## src/rtl/vector_list_sequencer.sv

```systemverilog
// Display-list sequencer: fetches 32-bit commands from synchronous-read RAM and
// turns them into jump/draw strobes, shift updates and frame restarts for beam control.
module vector_list_sequencer #(
  parameter int         ADDR_W      = 10,
  parameter logic [3:0] SHIFT_RESET = 4'd0
) (
  input  logic              clk,
  input  logic              reset,
  input  logic              run,
  input  logic              frame_tick,
  output logic [ADDR_W-1:0] mem_addr,
  output logic              mem_rd,
  input  logic [31:0]       mem_data,
  input  logic              ctrl_ready,
  output logic [11:0]       x,
  output logic [11:0]       y,
  output logic              jump,
  output logic              draw,
  output logic [3:0]        shift,
  output logic              frame_done,
  output logic              busy
);

  typedef enum logic [2:0] {
    ST_IDLE       = 3'd0,
    ST_FETCH      = 3'd1,
    ST_WAIT       = 3'd2,
    ST_ISSUE      = 3'd3,
    ST_HOLD       = 3'd4,
    ST_FRAME_WAIT = 3'd5
  } state_t;

  localparam logic [1:0] OP_JUMP  = 2'b00;
  localparam logic [1:0] OP_DRAW  = 2'b01;
  localparam logic [1:0] OP_SHIFT = 2'b10;

  localparam logic [ADDR_W-1:0] ADDR_ZERO = {ADDR_W{1'b0}};
  localparam logic [ADDR_W-1:0] ADDR_LAST = {ADDR_W{1'b1}};
  localparam logic [ADDR_W-1:0] ADDR_ONE  = {{(ADDR_W-1){1'b0}}, 1'b1};

  state_t              state_r, state_s;
  logic [ADDR_W-1:0]   mem_addr_r, mem_addr_s;
  logic                mem_rd_r, mem_rd_s;
  logic [31:0]         cmd_r, cmd_s;
  logic [11:0]         x_r, x_s;
  logic [11:0]         y_r, y_s;
  logic                jump_r, jump_s;
  logic                draw_r, draw_s;
  logic [3:0]          shift_r, shift_s;
  logic                frame_done_r, frame_done_s;
  logic                busy_r, busy_s;
  logic                tick_pend_r, tick_pend_s;
  logic [1:0]          op_s;
  logic                last_addr_s;

  assign mem_addr   = mem_addr_r;
  assign mem_rd     = mem_rd_r;
  assign x          = x_r;
  assign y          = y_r;
  assign jump       = jump_r;
  assign draw       = draw_r;
  assign shift      = shift_r;
  assign frame_done = frame_done_r;
  assign busy       = busy_r;

  assign op_s        = cmd_r[31:30];
  assign last_addr_s = (mem_addr_r == ADDR_LAST);

  // Next-state and next-output decode for the fetch/issue sequence
  always_comb begin
    state_s      = state_r;
    mem_addr_s   = mem_addr_r;
    cmd_s        = cmd_r;
    x_s          = x_r;
    y_s          = y_r;
    jump_s       = 1'b0;
    draw_s       = 1'b0;
    shift_s      = shift_r;
    frame_done_s = 1'b0;

    // A tick seen outside FRAME_WAIT is remembered so END restarts immediately
    if (state_r == ST_FRAME_WAIT) begin
      tick_pend_s = tick_pend_r;
    end else begin
      tick_pend_s = tick_pend_r | frame_tick;
    end

    case (state_r)
      ST_IDLE: begin
        if (run) begin
          state_s = ST_FETCH;
        end else begin
          state_s = ST_IDLE;
        end
      end
      ST_FETCH: begin
        state_s = ST_WAIT;
      end
      ST_WAIT: begin
        cmd_s   = mem_data;
        state_s = ST_ISSUE;
      end
      ST_ISSUE: begin
        case (op_s)
          OP_JUMP, OP_DRAW: begin
            if (ctrl_ready) begin
              x_s    = cmd_r[23:12];
              y_s    = cmd_r[11:0];
              jump_s = (op_s == OP_JUMP);
              draw_s = (op_s == OP_DRAW);
              // Wrapping past the last word acts as an implicit END
              if (last_addr_s) begin
                mem_addr_s   = ADDR_ZERO;
                frame_done_s = 1'b1;
                state_s      = ST_FRAME_WAIT;
              end else begin
                mem_addr_s = mem_addr_r + ADDR_ONE;
                state_s    = ST_HOLD;
              end
            end else begin
              state_s = ST_ISSUE;
            end
          end
          OP_SHIFT: begin
            shift_s = cmd_r[3:0];
            if (last_addr_s) begin
              mem_addr_s   = ADDR_ZERO;
              frame_done_s = 1'b1;
              state_s      = ST_FRAME_WAIT;
            end else if (run) begin
              mem_addr_s = mem_addr_r + ADDR_ONE;
              state_s    = ST_FETCH;
            end else begin
              mem_addr_s = mem_addr_r + ADDR_ONE;
              state_s    = ST_IDLE;
            end
          end
          default: begin
            mem_addr_s   = ADDR_ZERO;
            frame_done_s = 1'b1;
            state_s      = ST_FRAME_WAIT;
          end
        endcase
      end
      ST_HOLD: begin
        // Control drops ready one cycle after the strobe, so this cycle ignores it
        if (run) begin
          state_s = ST_FETCH;
        end else begin
          state_s = ST_IDLE;
        end
      end
      ST_FRAME_WAIT: begin
        if (tick_pend_r || frame_tick) begin
          tick_pend_s = 1'b0;
          if (run) begin
            state_s = ST_FETCH;
          end else begin
            state_s = ST_IDLE;
          end
        end else begin
          state_s = ST_FRAME_WAIT;
        end
      end
      default: begin
        state_s = ST_IDLE;
      end
    endcase

    mem_rd_s = (state_s == ST_FETCH);
    if ((state_s == ST_IDLE) || (state_s == ST_FRAME_WAIT)) begin
      busy_s = 1'b0;
    end else begin
      busy_s = 1'b1;
    end
  end

  // State and registered outputs; reset cancels any strobe in flight
  always_ff @(posedge clk or posedge reset) begin
    if (reset) begin
      state_r      <= ST_IDLE;
      mem_addr_r   <= ADDR_ZERO;
      mem_rd_r     <= 1'b0;
      cmd_r        <= 32'd0;
      x_r          <= 12'd0;
      y_r          <= 12'd0;
      jump_r       <= 1'b0;
      draw_r       <= 1'b0;
      shift_r      <= SHIFT_RESET;
      frame_done_r <= 1'b0;
      busy_r       <= 1'b0;
      tick_pend_r  <= 1'b0;
    end else begin
      state_r      <= state_s;
      mem_addr_r   <= mem_addr_s;
      mem_rd_r     <= mem_rd_s;
      cmd_r        <= cmd_s;
      x_r          <= x_s;
      y_r          <= y_s;
      jump_r       <= jump_s;
      draw_r       <= draw_s;
      shift_r      <= shift_s;
      frame_done_r <= frame_done_s;
      busy_r       <= busy_s;
      tick_pend_r  <= tick_pend_s;
    end
  end

endmodule

```

## config.mk

```make
export PLATFORM = sky130hd
export DESIGN_NAME = vector_list_sequencer
export DESIGN_NICKNAME = d
export VERILOG_FILES = /design/src/rtl/vector_list_sequencer.sv
export SDC_FILE = /design/constraint.sdc
export NUM_CORES = 1
export LEC_CHECK = 0
export CAP_MARGIN = 0
export CORE_MARGIN = 8
export CORE_UTILIZATION = 40
export CTS_CLUSTER_SIZE = 16
export DETAILED_ROUTE_END_ITERATION = 7
export DONT_BUFFER_PORTS = 1
export PLACE_DENSITY = 0.66
export SYNTH_ARGS = -nofsm -noshare
export SYNTH_HDL_FRONTEND = slang
export SYNTH_SLANG_ARGS = --single-unit
```

## constraint.sdc

```tcl
create_clock -name clk -period 3.2 [get_ports clk]
set_clock_uncertainty 0.2 [all_clocks]
set_input_delay 0.32 -clock clk [delete_from_list [all_inputs] [get_ports clk]]
set_output_delay 0.32 -clock clk [all_outputs]
set_load 0.02 [all_outputs]
```

**After elaboration in Yosys (flattened, before gate mapping)**

Index checks and enable logic that the tools add are counted.

- Flip-flop bits (word level): 79
- Input port bits: 37
- Output and inout bits: 43
- Logic and storage cells: 59

- $add $sub $neg: 1
- Equal/unequal tests: 11
- Mux-type cells: 24
- Bitwise gates (word level): 1
- Reduce and logical (&&, ||, !) cells: 10

Operators with widths:

| kind | count |
|---|---|
| $mux 10 | 2 |
| $pmux 10 s2 | 1 |
| $mux 1 | 15 |
| $pmux 3 s5 | 1 |
| $add 10x1->10 const B | 1 |
| $eq 10x10->1 const B | 1 |
| $eq 3x3->1 const B | 3 |
| $mux 3 | 3 |
| $eq 3x1->1 const B | 2 |
| $eq 3x2->1 const B | 2 |
| $logic_not 3->1 | 2 |
| $pmux 3 s2 | 1 |
| $reduce_and 2->1 | 2 |
| $reduce_or 2->1 | 2 |
| $reduce_and 3->1 | 1 |
| $eq 2x1->1 const B | 1 |
| $eq 2x2->1 const B | 1 |
| $logic_not 2->1 | 1 |
| $logic_or 1x1->1 | 2 |
| $ne 2x2->1 const B | 1 |
| $pmux 1 s2 | 1 |
| $or 1x1->1 | 1 |

**Longest topological paths before layout**

Gate-level depths: netlist (run 1).

- Depth after elaboration: 8
- Gate-level depth with buffers: 6
- Depth with buffers taken out: 6

**Worst setup path after synthesis (run 1)**

OpenSTA, ideal clock, no wires.

- Path kind: reg-to-reg
- From: register mem_addr_r[0] (netlist: mem_addr[0])
- To: register mem_addr_r[6] (netlist: mem_addr[6])
- Setup time: 78 ps
- Arrival time: 1706 ps
- Slack: 1216 ps
- Cell stages (with the launch flop): 6
- Buffers on the path: 0
- Period minus slack after synthesis: 1984 ps
- Cell sequence: dfrtp_1 ha_1 inv_1 or4_4 or3_1 a21oi_1

- Longest elaborated chain between the ends: 4
- Elaborated cells between the ends (all ways): 5
- Those cells by class: 1 x add/sub; 1 x eq/ne; 3 x mux

Ends and longest elaborated chain:

| item | RTL line | source |
|---|---|---|
| start, declared | 42 | `logic [ADDR_W-1:0] mem_addr_r, mem_addr_s;` |
| start signal, assigned | 195 | `mem_addr_r <= mem_addr_s;` |
| $add 10x1->10 / $eq 10x10->1 (equally long branches) | -- |  |
| $mux 10 * | 126 | `if (last_addr_s) begin` |
| $mux 10 | 106 | `if (ctrl_ready) begin` |
| $pmux 10 s2 * | 104 | `case (op_s)` |

Every way passes the cells marked *; elsewhere a longest branch is shown, timed or not. The select of a mux whose other input is x is not followed.
A chain may end at the register's enable or synchronous reset.

**Worst setup path in the final report (run 1)**

Ends and elaborated chain as after synthesis.

==> impl_metrics.csv, run 1 <==
group,metric,value,unit
grt,grt_usage,12.2,%
layout,nets,283,
timing,hold_viol,0,
synth,synth_edf_count,0,
setup_path,worstRegToRegCells,5,
cts,root_buffer,"clkbuf_8",
synth,synth-compound-area-share,3.16,%
floorplanning,initial_core_util,40.9,%
pwr,sw_frac_of_total,35.7,%
synth,ys_warn_count,0,
grt,grt_remaining_overflow,0,
floorplanning,core,0.00718,mm^2
detailed_routing,routed_wl,5940,um
detailed_routing,routed_via_density,5.02,
detailed_routing,via_count,1753,
cts,clk_pin_slew,0.09,ns
layout,antenna_cells,0,
synth,synthTopCellsByCount,"73 x dfrtp_1, 54 x mux2_2, 15 x nor2_1",
cts,cts_tree,"built",
synth,yosys.area_share.simple,9.34,%
detailed_routing,first_iter_violations,58,
pwr,p_clk_share,21.2,%
pwr,p_int,2.39,mW
layout,drive_above_1_share,32.0,%
setup_path,critPathCapture,"mem_addr[6]$_DFFE_PP0P_",
pwr,seqPwrFrac,53.1,%
layout,fin_area,0.00358,mm^2
synth,synth_top_area_share,62.3,%
pwr,vdd_drop_max,388,uV
run_status,status,"finished, final reports clean",
timing,drv_slew,0,
floorplanning,rows,31,
synth,synth_fa_ha_area_share,0.426,%
synth,syn_area,0.00293,mm^2
synth,synthMuxAreaShare,20.7,%
detailed_routing,firstDrtPassIters,4,
synth,syn-num-nets,246,
setup_path,arrival,2.16,ns
cts,clock_latency,0.34,ns
detailed_routing,antenna_left,0,
grt,grt_pass1_vias,1806,
setup_path,startpoint,"mem_addr[0]$_DFFE_PP0P_",
cts,clk_path_buf_depth,2,
min_path,hp-class,"primary input to register",
setup_path,required,3.28,ns
placement,dp_cells,304,
synth,synth.yosys.seq_area_share,62.3,%
synth,synth.ff_latch_count,73,
grt,antenna_found_initial,0,
detailed_routing,post_drt_wl_per_cell,17.0,um
synth,synth_top_area_cell,"dfrtp_1",
timing,worst_pin_slew,0.743,ns
grt,grt_max_degree,27,
setup_path,critPathKind,"register to register",
placement,hpwl,4070,um
floorplanning,die_h,102,um
floorplanning,ioPinCount,80,
timing,hold_ws,0.0487,ns
synth,synth_area_leaders,"dfrtp_1 62%, mux2_2 21%, nor2_1 1.9%, nand2_1 1.3%, xnor2_1 1.2%",
layout,multi_input_area,0.00107,mm^2
setup_path,cp_max_fo,5,
timing,setup_violations,0,
timing,rsz0062_at_grt,"false",
pwr,power.density,1040,mW/mm^2
layout,num-fill-cells,632,
timing,fin_crit,2.08,ns
pwr,leakage,1.52,nW
layout,area_growth,22.0,%
detailed_routing,drc,0,
placement,port-buffer-count,0,
floorplanning,dieArea,0.0103,mm^2
layout,regArea,0.00183,mm^2
placement,place.gp.congestion,0.791,
synth,synth-xor-area-share,2.39,%
floorplanning,fp.dieW,102,um
timing,fmax,0.480,GHz
job,max-cap-violations,0,
grt,grt_first_pass_wirelength,9560,um
placement,place_area,0.00307,mm^2
synth,synthCells,208,
synth,synth_cell_types,37,
synth,synth_most_common_cell,"dfrtp_1",
timing,fin_crit_sh,65.0,%
synth,synth_top_family_by_area,"multiplexers",
cts,cts.sinks,73,
synth,synthFlopType,"dfrtp_1",
pwr,p_switching,1.33,mW
synth,avgSynthCellArea,14.1,um^2
pwr,combPwrFrac,25.7,%
timing,setup-tns-final,0,ns
layout,utilization,49.9,%
setup_path,r2r_end,"mem_addr[6]$_DFFE_PP0P_",
timing,maxSlewHeadroom,49.9,%
layout,fin_cells,349,
setup_path,start_kind,"register",
cts,cts_buffers,9,
cts,cts_max_level,3,
synth,synthArstFlopShare,100,%
setup_path,timing.rr.start,"mem_addr[0]$_DFFE_PP0P_",
setup_path,r2r_setup_slack,1.12,ns
setup_path,end_kind,"register",
[state kept, by name, summed over array words and instances, names as in the netlist]
| register | cells |
|---|---|
| busy | 1 |
| cmd_r | 26 |
| draw | 1 |
| frame_done | 1 |
| jump | 1 |
| mem_addr | 10 |
| mem_rd | 1 |
| shift | 4 |
| state_r | 3 |
| tick_pend_r | 1 |
| x | 12 |
| y | 12 |
[power groups by stage]
stage	clock [mW]	combinational (mW)	sequential, mW
after floorplan	0	0.834	1.85
after global placement	0	0.911	1.98
after detailed placement	0	0.939	2.00
after CTS	0.817	0.973	1.98
after global routing	0.859	1.05	2.03
final	0.787	0.954	1.97
[cell type report]
cell class,instances,share of cell area [%]
clock buffers,11,3.95
flip-flops and latches,73,51.0
multi-input cells,125,29.8
repair buffers,33,9.29
inverters,3,0.314
well taps,99,3.46
clock inverters,5,2.20
[routing by layer]
layer / GRT usage (%) / vias up / routed length (um) / share of wire, %
met2: 20.0 / 43 / 3110 / 52
met1: 13.7 / 891 / 2320 / 39
met5: 0 / - / 0 / 0
met4: 6.99 / 0 / 134 / 2.3
li1: - / 807 / - / -
met3: 4.05 / 12 / 378 / 6.4
[worst max-delay path, cell delays in order (launching register included)]
cell,delay [ns]
dfrtp_1,0.55
ha_1,0.22
inv_1,0.05
or4_4,0.56
or3_1,0.32
a21oi_1,0.14
[placed cells by master, fill, tap and decap left out, drive strengths merged]
master and n:
clkbuf 11, ha 1, o22ai 1, nand3 1
or3b 1, mux2 54, and4 2, nor2 15
inv 3, o21bai 1, nand2b 3, xor2 4
bufinv 2, a21oi 1, or3 1, and2 2
nand2 10, a21o 1, o21ai 4, a32o 1
clkinv 3, a31oi 2, dlygate4sd3 29, nand3b 1
buf 4, nor3 5, nor3b 2, a32oi 1
o31ai 1, and3b 2, nand4 1, nor4 1
dfrtp 73, a21boi 1, xnor2 4, or4 1
[worst min path at each step]
stage / startpoint / end / slack [ns] / cells after the start
floorplan: mem_data[11] / cmd_r[11]$_DFFE_PP0P_ / 0.27 / 1
global placement: reset / cmd_r[18]$_DFFE_PP0P_ / 0.07 / 1
detailed placement: reset / x[6]$_DFFE_PP0P_ / 0.09 / 1
CTS: ctrl_ready / state_r[1]$_DFF_PP0_ / 0.03 / 3
global route: ctrl_ready / state_r[1]$_DFF_PP0_ / 0.09 / 3
finish: ctrl_ready / state_r[1]$_DFF_PP0_ / 0.05 / 3
[through the flow]
stage	setup WS [ns]	power (mW)
after floorplan	0.827	2.68
after CTS	1.10	3.77
after detailed placement	1.11	2.94
final	1.12	3.72
after global placement	1.12	2.89
after global routing	0.984	3.94
[timing repair]
action | 4_1_cts | 5_1_grt
hold buffers | 29 | 0
endpoints found under the hold margin | 51 | 0
resized for setup | 0 | 0
buffers inserted | 0 | 0
[logic make-up after synthesis]
family                     Yosys count
AOI/OAI and AO/OA                   14
adders and majority gates            1
and+or+nand+nor                     48
DFF                                 73
muxes                               54
xor gates and xnor gates             8
buffers and inverters               10
(Power assumes the default switching activity.)
==> run 2, diff against run 1 <==
- clock period: 3.2 -> 1.95 ns (I/O delays scaled with it)
==> run 2 against run 1 <==
Net effect:
- maximum frequency is 10% higher
- clock power rose by 66%
- critical path depth did not move
==> impl_metrics.csv, run 2 (synthesis gave the netlist of run 1 again) <==
group,metric,value,unit
timing,hold_ws,0.0316,ns
timing,worst_pin_slew,0.503,ns
floorplanning,dieArea,0.0103,mm^2
pwr,p_switching,2.27,mW
setup_path,cp_max_fo,4,
grt,grt_first_pass_wirelength,10100,um
timing,setup_violations,0,
placement,dp_cells,326,
job,max-cap-violations,0,
floorplanning,ioPinCount,80,
placement,port-buffer-count,0,
layout,layout_common_cells,"71 x dfrtp_1, 54 x mux2_2, 29 x dlygate4sd3_1, 24 x buf_4, 14 x nor2_1",
cts,ctsHoldBuffers,29,
setup_path,max_stage_delay,0.57,ns
pwr,combPwrFrac,31.1,%
detailed_routing,drc,0,
cts,cts_buffers,9,
layout,fin_area,0.00377,mm^2
detailed_routing,routed_wl,6180,um
timing,fin_crit,1.88,ns
grt,grt_remaining_overflow,0,
setup_path,required,2.02,ns
layout,utilization,52.5,%
cts,clk_pin_slew,0.08,ns
timing,setup_slack,0.0654,ns
placement,hpwl,4350,um
placement,place.gp.congestion,0.809,
pwr,finalPower,6.38,mW
timing,hold_viol,0,
timing,drv_slew,0,
setup_path,crit_slowest_cell,"or4_4",
setup_path,start_kind,"register",
layout,final_common_cell,"dfrtp_1",
detailed_routing,post_drt_wl_per_cell,16.6,um
setup_path,crit_family,"simple AND/OR/NAND/NOR gates",
detailed_routing,antenna_left,0,
cts,cts_tree,"built",
setup_path,crit_buf_inv,1,
layout,fin_cells,371,
cts,post-cts-setup-buffers,0,
run_status,status,"finished, final reports clean",
floorplanning,initial_core_util,40.9,%
detailed_routing,firstDrtPassIters,4,
min_path,hp-class,"primary input to register",
grt,grt_pass1_vias,1972,
floorplanning,die_h,102,um
pwr,sw_frac_of_total,35.6,%
cts,cts_max_level,3,
placement,place_area,0.00325,mm^2
placement,pre_cts_ws,0.0767,ns
setup_path,worstRegToRegCells,5,
timing,rsz0062_at_grt,"false",
layout,area_growth,28.5,%
pwr,p_clk_share,20.6,%
pwr,p_int,4.11,mW
setup_path,path_depth,5,
cts,root_buffer,"clkbuf_8",
grt,antenna_found_initial,0,
layout,regArea,0.00183,mm^2
detailed_routing,via_count,1823,
floorplanning,core,0.00718,mm^2
pwr,leakage,1.63,nW
pwr,vdd_drop_max,862,uV
setup_path,arrival,1.96,ns
floorplanning,fp.dieW,102,um
layout,regMostFlops,"cmd_r",
pwr,seqPwrFrac,48.4,%
floorplanning,rows,31,
timing,setup-tns-final,0,ns
min_path,whs_path_depth,2,
detailed_routing,routed_via_density,4.91,
setup_path,critPathKind,"register to register",
layout,nets,305,
setup_path,end_kind,"register",
setup_path,r2r_end,"mem_addr[6]$_DFFE_PP0P_",
min_path,hold_start,"run",
cts,cts.sinks,73,
timing,fin_crit_sh,96.6,%
layout,num-fill-cells,619,
cts,clk_path_buf_depth,2,
layout,largest_register_ffs,26,
cts,clock_latency,0.34,ns
detailed_routing,first_iter_violations,37,
layout,antenna_cells,0,
timing,fmax,0.531,GHz
min_path,holdPathEnd,"state_r[0]$_DFF_PP0_",
layout,multi_input_area,0.00107,mm^2
setup_path,path_cells,"ha_1 -> inv_1 -> or4_4 -> or3_1 -> a21oi_1",
layout,drive_above_1_share,38.6,%
grt,grt_max_degree,31,
cts,cts_resized,0,
grt,grt_usage,13.0,%
setup_path,timing.rr.start,"mem_addr[1]$_DFFE_PP0P_",
timing,maxSlewHeadroom,66.4,%
pwr,power.density,1690,mW/mm^2
setup_path,r2r_setup_slack,0.07,ns
-- run 2: cell count changes in the layout (fill, tap and decap cells not counted), sizes merged --
cell and change:
buf +22, clkbuf -2, clkinv -2, clkinvlp +3
inv +1
-- run 2: worst max path at each step --
| stage | startpoint | end |
|---|---|---|
| floorplan | mem_addr[0]$_DFFE_PP0P_ | mem_addr[6]$_DFFE_PP0P_ |
| global placement | mem_addr[0]$_DFFE_PP0P_ | mem_addr[6]$_DFFE_PP0P_ |
| detailed placement | mem_addr[1]$_DFFE_PP0P_ | mem_addr[6]$_DFFE_PP0P_ |
| CTS | mem_addr[1]$_DFFE_PP0P_ | mem_addr[6]$_DFFE_PP0P_ |
| global route | mem_addr[0]$_DFFE_PP0P_ | mem_addr[6]$_DFFE_PP0P_ |
| finish | mem_addr[1]$_DFFE_PP0P_ | mem_addr[6]$_DFFE_PP0P_ |
-- run 2: power by group through the flow --
| stage | clock network, mW | registers (mW) | logic [mW] |
|---|---|---|---|
| after detailed placement | 0 | 3.13 | 1.95 |
| after global routing | 1.42 | 3.19 | 2.18 |
| after global placement | 0 | 3.10 | 1.91 |
| final | 1.31 | 3.09 | 1.98 |
| after floorplan | 0 | 3.03 | 1.37 |
| after CTS | 1.35 | 3.10 | 2.01 |
-- run 2: per-layer routing --
layer,vias up,track usage (%),share of wire (%)
li1,846,-,-
met1,917,13.9,39
met2,50,21.7,52
met5,-,0,0
met3,10,5.02,7.3
met4,0,7.22,2.0
-- run 2: cell type report --
cell class | count | area share, %
clock buffers | 9 | 3.29
clock inverters | 7 | 2.69
inverters | 3 | 0.398
multi-input cells | 125 | 28.3
flip-flops and latches | 73 | 48.5
well taps | 99 | 3.29
repair buffers | 55 | 13.5
